### config.mk
export PLATFORM = sky130hd
export DESIGN_NAME = llc_evict_way_update
export DESIGN_NICKNAME = d
export VERILOG_FILES = /design/src/rtl/llc_evict_way_update.sv
export SDC_FILE = /design/constraint.sdc
export NUM_CORES = 1
export LEC_CHECK = 0
export ABC_AREA = 1
export ABC_CLOCK_PERIOD_IN_PS = 4800
export BUFFER_PORTS_ARGS = -buffer_cell sky130_fd_sc_hd__buf_2
export CAP_MARGIN = 25
export CELL_PAD_IN_SITES_DETAIL_PLACEMENT = 2
export CELL_PAD_IN_SITES_GLOBAL_PLACEMENT = 2
export CORE_UTILIZATION = 30
export CTS_BUF_LIST = sky130_fd_sc_hd__clkbuf_16
export DETAILED_ROUTE_END_ITERATION = 16
export HOLD_SLACK_MARGIN = 0.08
export PLACE_DENSITY = 0.84
export SLEW_MARGIN = 20
export SYNTH_ARGS = -nofsm -noshare
export SYNTH_HDL_FRONTEND = slang
export SYNTH_SLANG_ARGS = --single-unit
### constraint.sdc
create_clock -name clk -period 4.8 [get_ports clk]
set_input_delay 0.24 -clock clk [delete_from_list [all_inputs] [get_ports clk]]
set_output_delay 0.24 -clock clk [all_outputs]
set_load 0.03 [all_outputs]
### src/rtl/llc_evict_way_update.sv
// Round-robin eviction-pointer updater for the LLC: a 2-entry coalescing write queue in front of the
// per-set evict-way RAM, with forwarding and a post-reset RAM walk. Optional stats: LLC_EVICT_UPDATE_STATS_EN.
module llc_evict_way_update #(
    parameter int SET_BITS = 8,
    parameter int WAY_BITS = 4
) (
    input  logic                clk,
    input  logic                rst,
    input  logic                in_valid,
    output logic                in_ready,
    input  logic [SET_BITS-1:0] in_set,
    input  logic [WAY_BITS-1:0] in_way,
    input  logic                in_update,
    input  logic                in_evict,
    output logic                wr_en,
    input  logic                wr_ready,
    output logic [SET_BITS-1:0] wr_set,
    output logic [WAY_BITS-1:0] wr_data,
    input  logic [SET_BITS-1:0] fwd_set,
    output logic                fwd_hit,
    output logic [WAY_BITS-1:0] fwd_way,
    output logic                flush_done
`ifdef LLC_EVICT_UPDATE_STATS_EN
    ,
    output logic [31:0]         evict_cnt,
    output logic [31:0]         fill_cnt
`endif
);

    typedef enum logic {ST_FLUSH, ST_RUN} state_t;

    state_t              r_state;
    logic [SET_BITS-1:0] r_flush_set;
    logic [SET_BITS-1:0] r_q_set [2];
    logic [WAY_BITS-1:0] r_q_ptr [2];
    logic [1:0]          r_count;
    logic                r_in_ready;
    logic                r_flush_done;

    logic                w_accept;
    logic                w_push_upd;
    logic                w_pop;
    logic                w_coalesce;
    logic                w_coal_slot;
    logic [SET_BITS-1:0] w_young_set;
    logic [WAY_BITS-1:0] w_new_ptr;
    logic [SET_BITS-1:0] w_q_set_next [2];
    logic [WAY_BITS-1:0] w_q_ptr_next [2];
    logic [1:0]          w_count_next;
    logic [1:0]          w_fwd_match;

    assign w_accept    = in_valid && r_in_ready;
    assign w_push_upd  = w_accept && in_update;
    assign w_pop       = (r_state == ST_RUN) && (r_count != 2'd0) && wr_ready;
    assign w_new_ptr   = in_way + WAY_BITS'(1);
    assign w_young_set = (r_count == 2'd2) ? r_q_set[1] : r_q_set[0];

    // Never merge into a head that leaves this cycle; its write is already committed to the RAM.
    assign w_coalesce  = (r_count != 2'd0) && (w_young_set == in_set) &&
                         !((r_count == 2'd1) && w_pop);
    // Youngest slot after an optional shift caused by the pop.
    assign w_coal_slot = (r_count == 2'd2) && !w_pop;

    always_comb begin
        w_q_set_next = r_q_set;
        w_q_ptr_next = r_q_ptr;
        w_count_next = r_count;
        if (w_pop) begin
            w_q_set_next[0] = r_q_set[1];
            w_q_ptr_next[0] = r_q_ptr[1];
            w_count_next    = r_count - 2'd1;
        end
        if (w_push_upd) begin
            if (w_coalesce) begin
                w_q_ptr_next[w_coal_slot] = w_new_ptr;
            end else begin
                w_q_set_next[w_count_next[0]] = in_set;
                w_q_ptr_next[w_count_next[0]] = w_new_ptr;
                w_count_next                  = w_count_next + 2'd1;
            end
        end
    end

    always_ff @(posedge clk) begin
        if (rst) begin
            r_state      <= ST_FLUSH;
            r_flush_set  <= '0;
            r_count      <= 2'd0;
            r_in_ready   <= 1'b0;
            r_flush_done <= 1'b0;
            r_q_set[0]   <= '0;
            r_q_set[1]   <= '0;
            r_q_ptr[0]   <= '0;
            r_q_ptr[1]   <= '0;
        end else begin
            case (r_state)
                ST_FLUSH: begin
                    if (wr_ready) begin
                        r_flush_set <= r_flush_set + SET_BITS'(1);
                        if (r_flush_set == {SET_BITS{1'b1}}) begin
                            r_state      <= ST_RUN;
                            r_flush_done <= 1'b1;
                            r_in_ready   <= 1'b1;
                        end
                    end
                end
                default: begin
                    r_q_set    <= w_q_set_next;
                    r_q_ptr    <= w_q_ptr_next;
                    r_count    <= w_count_next;
                    r_in_ready <= (w_count_next < 2'd2);
                end
            endcase
        end
    end

    genvar gi;
    generate
        for (gi = 0; gi < 2; gi++) begin : g_fwd
            assign w_fwd_match[gi] = (r_state == ST_RUN) && (r_count > 2'(gi)) &&
                                     (r_q_set[gi] == fwd_set);
        end
    endgenerate

    assign fwd_hit    = |w_fwd_match;
    assign fwd_way    = w_fwd_match[1] ? r_q_ptr[1] : r_q_ptr[0];

    assign in_ready   = r_in_ready;
    assign flush_done = r_flush_done;
    assign wr_en      = (r_state == ST_FLUSH) || (r_count != 2'd0);
    assign wr_set     = (r_state == ST_FLUSH) ? r_flush_set : r_q_set[0];
    assign wr_data    = (r_state == ST_FLUSH) ? '0 : r_q_ptr[0];

`ifdef LLC_EVICT_UPDATE_STATS_EN
    logic [31:0] r_evict_cnt;
    logic [31:0] r_fill_cnt;

    always_ff @(posedge clk) begin
        if (rst) begin
            r_evict_cnt <= '0;
            r_fill_cnt  <= '0;
        end else if (w_push_upd) begin
            if (in_evict) begin
                if (r_evict_cnt != 32'hFFFF_FFFF) r_evict_cnt <= r_evict_cnt + 32'd1;
            end else begin
                if (r_fill_cnt != 32'hFFFF_FFFF) r_fill_cnt <= r_fill_cnt + 32'd1;
            end
        end
    end

    assign evict_cnt = r_evict_cnt;
    assign fill_cnt  = r_fill_cnt;
`else
    logic w_unused_evict;
    assign w_unused_evict = in_evict;
`endif

endmodule

==> Word-level counts from Yosys, hierarchy flattened <==
Index checks and enable logic that the tools add are counted.
{ "totals": {"ff_bits": 37, "input_bits": 26, "output_inout_bits": 20, "wordCells": 84} }
{ "op_classes": {"addsub": 4, "magnitude_cmp": 7, "eq_ne": 6, "mux": 28, "bitwise_logic": 4, "reduce_logical": 26} }
{ "op_table": {"columns": ["op", "n"], "rows": [
  ["2-to-1 mux 8 bit", 6],
  ["2-to-1 mux 16 bit", 2],
  ["equality test 8 bit", 3],
  ["2-to-1 mux 4 bit", 5],
  ["bitwise mux 16 bit", 1],
  ["bitwise mux 8 bit", 2],
  ["logical AND 1 bit", 14],
  ["adder 8 x 1 -> 8 bit (second input constant)", 1],
  ["demux 4 bit (select 1 bit)", 2],
  ["demux 8 bit (select 1 bit)", 1],
  ["equality test 8 bit (second input constant)", 1],
  ["2-to-1 mux 1 bit", 6],
  ["2-to-1 mux 2 bit", 3],
  ["AND reduction 2 bit", 3],
  ["AND reduction 3 bit", 2],
  ["nonzero test 2 bit", 3],
  ["adder 4 x 1 -> 4 bit (second input constant)", 1],
  ["greater-or-equal comparator 2 bit (second input constant)", 2],
  ["greater-than comparator 2 x 1 -> 1 bit (second input constant)", 2],
  ["< comparator 2 x 1 -> 1 bit (second input constant)", 2],
  ["inverter 1 -> 2 bit", 2],
  ["adder 2 x 1 -> 2 bit (second input constant)", 1],
  ["equality test 2 x 1 -> 1 bit (second input constant)", 1],
  ["equality test 2 bit (second input constant)", 1],
  ["6 further kinds", 8]
]} }

==> Logic depth before layout (Yosys ltp) <==
Gate-level depths: netlist of the first run.
{ "depth": {"depth_word": 13, "depth_mapped": 18, "mapped_depth_nobuf": 16} }

==> Least setup slack after synthesis of the first run <==
Ideal clock, no wire load.
{ "synth_timing": {"path_type": "reg-to-reg", "from": "reg r_count[0]", "to": "reg (tool-made name)", "setup_time_ps": 65, "arrival_time_ps": 2429, "t_required_ps": 4735, "slack_ps": 2306, "stages_incl_launch_ff": 18, "path_buffers": 3, "synth_period_minus_slack_ps": 2494, "path_cell_list": "dfxtp_1 -> inv_1 -> ha_1 -> buf_6 -> nand2_1 -> nand2_1 -> a21oi_1 -> nand2_1 -> nor2_2 -> nand3_4 -> buf_6 -> buf_6 -> ha_1 -> nor3_1 -> o21ai_1 -> inv_1 -> o21ai_0 -> nor2_1"} }
{ "synth_lines": {"columns": ["element", "line", "source"], "rows": [
  ["start, declared", "36", "logic [1:0] r_count;"],
  ["start signal, assigned", "110", "r_count <= w_count_next;"]
]} }

==> flow_summary.ini, run 1 <==
[cts]
tritoncts = done
path_clk_slew_ns = 0.06
post_cts_resized = 0
h-tree-depth = 2
cts_sinks = 37
clock_path_buffers = 2
root_buffer = clkbuf_16
cts_made_buffers = 5
cts_setup_buffers = 0
clock_latency_ns = 0.30
cts_hold_buf = 0

[yosys]
ys_warn_count = 0
synthCells = 470
ys_seq_area_share_pct = 26.5
synthTopCellsByArea = dfxtp_1 (27%), nand2_1 (19%), inv_1 (8.5%)
ys_types = 37
syn-mean-instance-area_um2 = 5.94
synth_top_area_share_pct = 26.5
ys_ff_latch = 37
netlist_area_um2 = 2790
synth.largest_area_cell = dfxtp_1
synth_nets = 502

[outcome]
status = complete, no violations

[grt]
grt_start_max_net_pins = 27
grt_pass1_vias = 3616
grt_antenna_before_repair = 0
grt_overflow = 0
grt.total_usage_pct = 25.0
grt_first_pass_wirelength_um = 18700

[pwr]
leakage_nw = 1.49
power.density_nw_per_um2 = 237
vdd_drop_max_mv = 0.118

[detailed_routing]
wl_per_cell_um = 18.3
wl_um = 11300
via_per_inst = 5.42
antenna_left = 0
drc_errors = 0
vias = 3340
drt_pass1_iterations = 6
drt_iter0_drc = 112

[timing]
drv_slew = 0
finalSetupTns_ns = 0
period_minus_slack_ns = 3.41
post-route-period-util_pct = 71.0
worst-slew-pin-transition_ns = 0.758
fin_skew_ns = 0.00558
finalHoldViolCount = 0
max_freq_mhz = 294
rsz0062_at_grt = false
finalSetupViolCount = 0
relSlewSlack_pct = 49.4

[worst_setup_path]
reg2reg_from = r_count[0]
rrSetupSlack_ns = 1.39
cp_max_fo = 21
worst_path_max_delay_cell = ha_1
cp-end-kind = flop
critPathArrivalTime_ns = 3.64
crit_type = reg -> reg
max_stage_delay_ns = 0.56
r2r_cells = 15
path_cells = inv_1, ha_1, inv_2, nand2_1, nand2_1, nand2_1, nand2_1, a21oi_2, nand3_4, ha_1, nor3_1, o21ai_1, inv_1, o21ai_0, nor2_1
critical_path_required_ns = 5.03
start_kind = flop
cp_common_cell = nand2_1
startpoint = r_count[0]

[cells_and_area]
nets = 539
final_util_pct = 36.7
drive_gt1_share_pct = 14.0
final_cell_mix = nand2_1 (142), inv_1 (63), buf_2 (44)
n_antenna_cell = 0
layout_commonest_cell = nand2_1
area_growth_pct = 16.2

[floorplanning]
rows = 34
ios = 46
die_height_um = 98.5
core_area_um2 = 8850
die_width_um = 98.5
die-area_um2 = 9700
start_util_pct = 31.6

[placement]
place_congestion = 0.790
numPortBuffers = 44
hpwl_um = 8050

[hold_path]
min_path_type = in -> reg

[run]
max_cap_violations = 0
cell usage after synthesis (all sizes together):
library cell	instances
xnor2	5
o21ai	46
nand4	14
nand2	144
o22ai	4
o211ai	2
nand3	39
nor2	37
a21oi	30
buf	8
nor3b	1
and2	1
nor3	7
or2	4
inv	66
a31oi	1
a221oi	1
clkbuf	9
clkinv	2
xor2	4
a2111oi	1
o21a	1
ha	6
dfxtp	37
final cells by class:
class | instances | area (um2)
Clock inverter | 3 | 41.3
Multi-Input combinational cell | 348 | 1700
Sequential cell | 37 | 741
Clock buffer | 5 | 125
Inverter | 68 | 255
Fill cell | 1142 | 5600
Timing Repair Buffer | 47 | 243
Tap cell | 108 | 135
worst min-delay path by stage:
stage | from | to | slack [ns] | cells after the start
after floorplan | in_set[5] | flop | 0.37 | 2
after global placement | flush_done | flush_done | 0.45 | 1
after detailed placement | flop | flop | 0.47 | 2
after CTS | in_set[1] | flop | 0.20 | 3
after global routing | in_set[6] | flop | 0.23 | 3
final | in_set[1] | flop | 0.21 | 3
stage by stage:
step	power, mW	hold slack [ns]	cell area (um2)	worst slack [ns]	instances
detailed placement	0.381	0.470	3080	1.52	608
global route	0.797	0.233	3240	1.02	616
global placement	0.378	0.446	3080	1.73	608
finish	0.770	0.206	3240	1.39	616
CTS	0.779	0.203	3240	1.39	616
floorplan	0.354	0.375	2790	2.31	470
cells by family (layout without fill, tap and decap cells):
| family | after synthesis | in the layout | share of synthesized area [%] |
|---|---|---|---|
| buffers and inverters | 85 | 123 | 12.5 |
| and+or+nand+nor | 247 | 247 | 39.1 |
| DFF | 37 | 37 | 26.5 |
| adders and majority gates | 6 | 6 | 2.69 |
| xor gates and xnor gates | 9 | 9 | 2.82 |
| AOI/OAI and AO/OA | 86 | 86 | 16.4 |
critical path: cells and delay by family, from the launching register on:
kind	cells	cell delay, ns
DFF	1	0.36
AOI/OAI and AO/OA	3	0.51
adders and majority gates	2	0.86
buffers and inverters	3	0.46
and+or+nand+nor	7	1.13
layer usage:
layer  global-route usage, %  share of wire [%]  up-vias
li1                        -                  -     1592
met3                    3.48                2.8       24
met4                    9.76                2.4        0
met2                    46.3                 52       64
met1                    29.0                 43     1660
met5                       0                  0        -
where the power goes:
part / switching (mW) / internal (mW)
sequential: 0.00144 / 0.309
combinational: 0.0425 / 0.0232
clock: 0.151 / 0.244
total: 0.195 / 0.576
Power figures use the tool's default switching activity.
==> run 2: changes to the inputs <==
ABC_CLOCK_PERIOD_IN_PS = 2850   (was 4800)
CORE_UTILIZATION = 27   (was 30)
PLACE_DENSITY = 0.8   (was 0.84)
clock period = 2.85 ns   (was 4.8 ns; I/O delays follow)
==> run 2 against run 1 <==
  * Combinational power increased by 70%
  * Total power increased by 70%
  * Core utilization decreased by 2.9 points
  * Worst setup slack got worse by 1.3 ns
  * Global-route usage decreased by 3.3 points
  * Highest routed layer unchanged
==> flow_summary.ini, run 2 (synthesis results as in run 1) <==
[grt]
grt_pass1_vias = 3623
grt_antenna_before_repair = 0
grt.total_usage_pct = 21.7
grt_start_max_net_pins = 27
grt_overflow = 0
grt_first_pass_wirelength_um = 18500

[cells_and_area]
design_area_um2 = 3350
nets = 547
nFillCells = 1258
stdcell_count = 649
drive_gt1_share_pct = 15.9
final_cell_mix = nand2_1 (142), inv_1 (63), buf_2 (44)
n_antenna_cell = 0
final_util_pct = 33.8
area_growth_pct = 19.9
layout_commonest_cell = nand2_1

[worst_setup_path]
critical_path_required_ns = 2.71
cp-end-kind = primary output
cp_max_fo = 9
reg2reg_from = r_count[0]
critPathArrivalTime_ns = 2.57
start_kind = flop
crit_type = reg -> out
startpoint = r_count[1]

[cts]
cts_made_buffers = 5
h-tree-depth = 2
tritoncts = done
clock_path_buffers = 2
clock_latency_ns = 0.30
cts_sinks = 37
root_buffer = clkbuf_16
path_clk_slew_ns = 0.07
cts_hold_buf = 0

[detailed_routing]
vias = 3324
wl_per_cell_um = 17.5
via_per_inst = 5.12
drc_errors = 0
wl_um = 11400
drt_iter0_drc = 131
drt_pass1_iterations = 4
antenna_left = 0

[pwr]
power.total_mw = 1.31
power.density_nw_per_um2 = 392
pwr-share-comb_pct = 8.5
p_sw_mw = 0.337
sequentialPowerShare_pct = 39.8
leakage_nw = 1.53
intPower_mw = 0.974
p_sw_share_pct = 25.7
vdd_drop_max_mv = 0.231
power.share.clock_pct = 51.7

[floorplanning]
ios = 46
die_width_um = 104
die-area_um2 = 10800
rows = 36
core_area_um2 = 9910
die_height_um = 104
start_util_pct = 28.2

[placement]
hpwl_um = 8180
numPortBuffers = 44
dp_cells = 640
place_congestion = 0.833
place_area_um2 = 3160
dp_slack_ns = 0.167

[timing]
max_freq_mhz = 369
period_minus_slack_ns = 2.71
relSlewSlack_pct = 49.3
drv_slew = 0
post-route-period-util_pct = 95.1
finalSetupViolCount = 0
fin_skew_ns = 0.00786
finalSetupTns_ns = 0
worst-slew-pin-transition_ns = 0.760
hold_slack_ns = 0.120
finalHoldViolCount = 0
worst_slack_ns = 0.139

[run]
max_cap_violations = 0

[outcome]
status = complete, no violations

[hold_path]
hp-start = in_set[1]
min_path_type = in -> reg
-- run 2: cell types whose count changed in the layout (fill, tap and decap cells not counted) --
| cell | delta |
|---|---|
| clkinv_4 | +1 |
| o21ai_1 | -1 |
| clkinv_1 | -1 |
| buf_4 | +8 |
| nor3_1 | -1 |
| nor3_2 | +1 |
| o21ai_2 | +1 |
-- run 2: area by class of cell --
cell class / instances / area [um2] / share of cell area (%)
clock buffers: 5 / 125 / 3.74
clock inverters: 3 / 46.3 / 1.38
inverters: 68 / 255 / 7.62
multi-input cells: 348 / 1710 / 51.1
flip-flops and latches: 37 / 741 / 22.1
well taps: 133 / 166 / 4.97
repair buffers: 55 / 303 / 9.04
-- run 2: metal layers --
| layer | share of wire [%] | vias up | track usage (%) |
|---|---|---|---|
| li1 | - | 1605 | - |
| met1 | 45 | 1657 | 25.9 |
| met2 | 52 | 43 | 39.6 |
| met3 | 1.7 | 19 | 2.77 |
| met4 | 2.0 | 0 | 7.55 |
| met5 | 0 | - | 0 |
-- run 2: worst paths after layout --
kind	end	slack [ns]	cells after the start
max reg2reg	flop	0.19	16
min	flop	0.12	3
max	fwd_way[0]	0.14	9
min reg2reg	flush_done	0.47	1
-- run 2: what timing repair did --
item | CTS | global route
pin swaps | 1 | 0
setup endpoints to repair | 4 | 4
buffers inserted | 1 | 0
resized for setup | 0 | 2
-- run 2: power groups by stage --
stage	Sequential, mW	Combinational (mW)	Clock, mW
final	0.522	0.112	0.678
after global routing	0.522	0.123	0.712
after CTS	0.522	0.113	0.696
after detailed placement	0.534	0.109	0
after global placement	0.534	0.104	0
after floorplan	0.533	0.0628	0
-- run 2: critical path: stages, from the launching register on --
cell     delay, ns
dfxtp_1       0.43
inv_1         0.14
ha_1          0.24
nor3_1        0.34
nand3_1       0.13
nor3_1        0.25
nand4_1       0.15
buf_4         0.20
o21ai_0       0.16
buf_2         0.22
==> run 3: changes to the inputs <==
==> constraint.sdc (replaced) <==
create_clock -name clk -period 2.85 [get_ports clk]
set_input_delay 0.285 -clock clk [delete_from_list [all_inputs] [get_ports clk]]
set_output_delay 0.285 -clock clk [all_outputs]
set_load 0.03 [all_outputs]
==> run 3 against run 2 <==
  * Global-route usage rose by 0.39 points
  * Non-clock buffer count is 2 higher
  * Largest power group unchanged
  * Register-to-register slack about the same
  * Worst hold slack improved by 0.14 ns
==> flow_summary.ini, run 3 (synthesis results as in run 1) <==
[placement]
place_area_um2 = 3180
place_congestion = 0.845
hpwl_um = 8320
numPortBuffers = 44

[worst_setup_path]
rrSetupSlack_ns = 0.18
critical_path_required_ns = 3.07
critPathArrivalTime_ns = 2.89
cp_max_fo = 5
path_cells = inv_1, ha_1, inv_1, nand2_1, nor2_4, xor2_1, inv_1, ha_1, nor3_2, o21ai_2, inv_1, o21ai_0, nor2_1
crit_type = reg -> reg
reg2reg_from = r_count[0]
crit_family = simple AND/OR/NAND/NOR gates
path_buf_inv = 4
r2r_cells = 13
start_kind = flop
cp_common_cell = inv_1
max_stage_delay_ns = 0.41
worst_path_max_delay_cell = dfxtp_1
cp-end-kind = flop

[timing]
drv_slew = 0
finalHoldViolCount = 0
period_minus_slack_ns = 2.67
relSlewSlack_pct = 47.1
worst-slew-pin-transition_ns = 0.793
max_freq_mhz = 374
finalSetupViolCount = 0
post-route-period-util_pct = 93.7
finalSetupTns_ns = 0
rsz0062_at_grt = false
hold_slack_ns = 0.258
fin_skew_ns = 0.00699

[grt]
met3_usage_pct = 2.77
grt.busiest_layer = met2
grt_first_pass_wirelength_um = 18900
grt_start_max_net_pins = 21
grt_pass1_vias = 3739
grt_overflow = 0
use_met2_pct = 42.7
grt.total_usage_pct = 22.1
grt_antenna_before_repair = 0
gr-usage-met1_pct = 25.2

[outcome]
status = complete, no violations

[detailed_routing]
vias = 3312
via_per_inst = 5.09
drt_pass1_iterations = 4
wl_per_cell_um = 17.4
antenna_left = 0
wl_um = 11300
drt_iter0_drc = 97
drc_errors = 0

[run]
max_cap_violations = 0

[cells_and_area]
area_growth_pct = 20.7
nets = 549
layout_commonest_cell = nand2_1
final_cell_mix = nand2_1 (142), inv_1 (63), buf_2 (44)
n_antenna_cell = 0
nFillCells = 1243
design_area_um2 = 3370
drive_gt1_share_pct = 16.4

[cts]
cts_made_buffers = 5
h-tree-depth = 2
tritoncts = done
clock_latency_ns = 0.29
clock_path_buffers = 2
root_buffer = clkbuf_16
path_clk_slew_ns = 0.07
cts_sinks = 37

[floorplanning]
rows = 36
die_height_um = 104
ios = 46
die-area_um2 = 10800
core_area_um2 = 9910
start_util_pct = 28.2
die_width_um = 104

[pwr]
sequentialPowerShare_pct = 39.9
power.share.clock_pct = 51.6
p_sw_share_pct = 25.5
pwr-share-comb_pct = 8.5
vdd_drop_max_mv = 0.240
p_sw_mw = 0.333
intPower_mw = 0.974
leakage_nw = 1.54
power.total_mw = 1.31
power.density_nw_per_um2 = 388

[hold_path]
hp-start = in_set[5]
min_path_type = in -> reg
holdPathStages = 3
==> run 3: final cells by class <==
class / instances / area, um2 / share of cell area (%)
clock buffer: 5 / 125 / 3.71
clock inverter: 3 / 46.3 / 1.37
inverter: 68 / 258 / 7.65
multi-input combinational: 348 / 1720 / 50.9
sequential: 37 / 741 / 22.0
tap: 133 / 166 / 4.94
timing repair buffer: 57 / 318 / 9.43
==> run 3: how the worst max path moves through the flow <==
stage | start | slack (ns) | cells past startpoint | end
2_1_floorplan | r_count[0] | 0.36 | 17 | flop
3_3_place_gp | r_state | 0.32 | 7 | fwd_way[1]
3_5_place_dp | r_count[0] | 0.09 | 16 | flop
4_1_cts | r_count[0] | 0.06 | 16 | flop
5_1_grt | r_state | 0.005 | 8 | fwd_way[2]
6_report | r_count[0] | 0.18 | 13 | flop
==> run 3: what timing repair did <==
item,CTS,global route
gates resized for setup,1,3
hold buffers,0,0
setup buffers,1,0
setup endpoints to repair,6,3
==> run 3: stage by stage <==
stage          utilization [%]  cells  setup WS [ns]
6_report                  34.0    651          0.178
5_1_grt                   34.0    651        0.00461
4_1_cts                   33.9    651         0.0586
3_5_place_dp              32.1    642         0.0873
3_3_place_gp              32.1    642          0.316
2_1_floorplan                -    470          0.356
==> run 3: routing by layer <==
layer,wire (um),vias up
li1,-,1604
met1,4830,1648
met2,6030,42
met4,201,0
met3,232,18
met5,0,-
==> run 3: worst reg2reg max path: stages (launching register included) <==
cell,delay [ns]
dfxtp_1,0.41
inv_1,0.10
ha_1,0.27
inv_1,0.12
nand2_1,0.15
nor2_4,0.20
xor2_1,0.27
inv_1,0.11
ha_1,0.24
nor3_2,0.27
o21ai_2,0.15
inv_1,0.10
o21ai_0,0.08
nor2_1,0.15
==> run 3: power by group through the flow <==
stage / Clock (mW) / Sequential (mW) / Combinational (mW)
after floorplan: 0 / 0.533 / 0.0628
after global placement: 0 / 0.534 / 0.104
after detailed placement: 0 / 0.534 / 0.110
after CTS: 0.690 / 0.522 / 0.112
after global routing: 0.703 / 0.522 / 0.124
final: 0.674 / 0.522 / 0.111
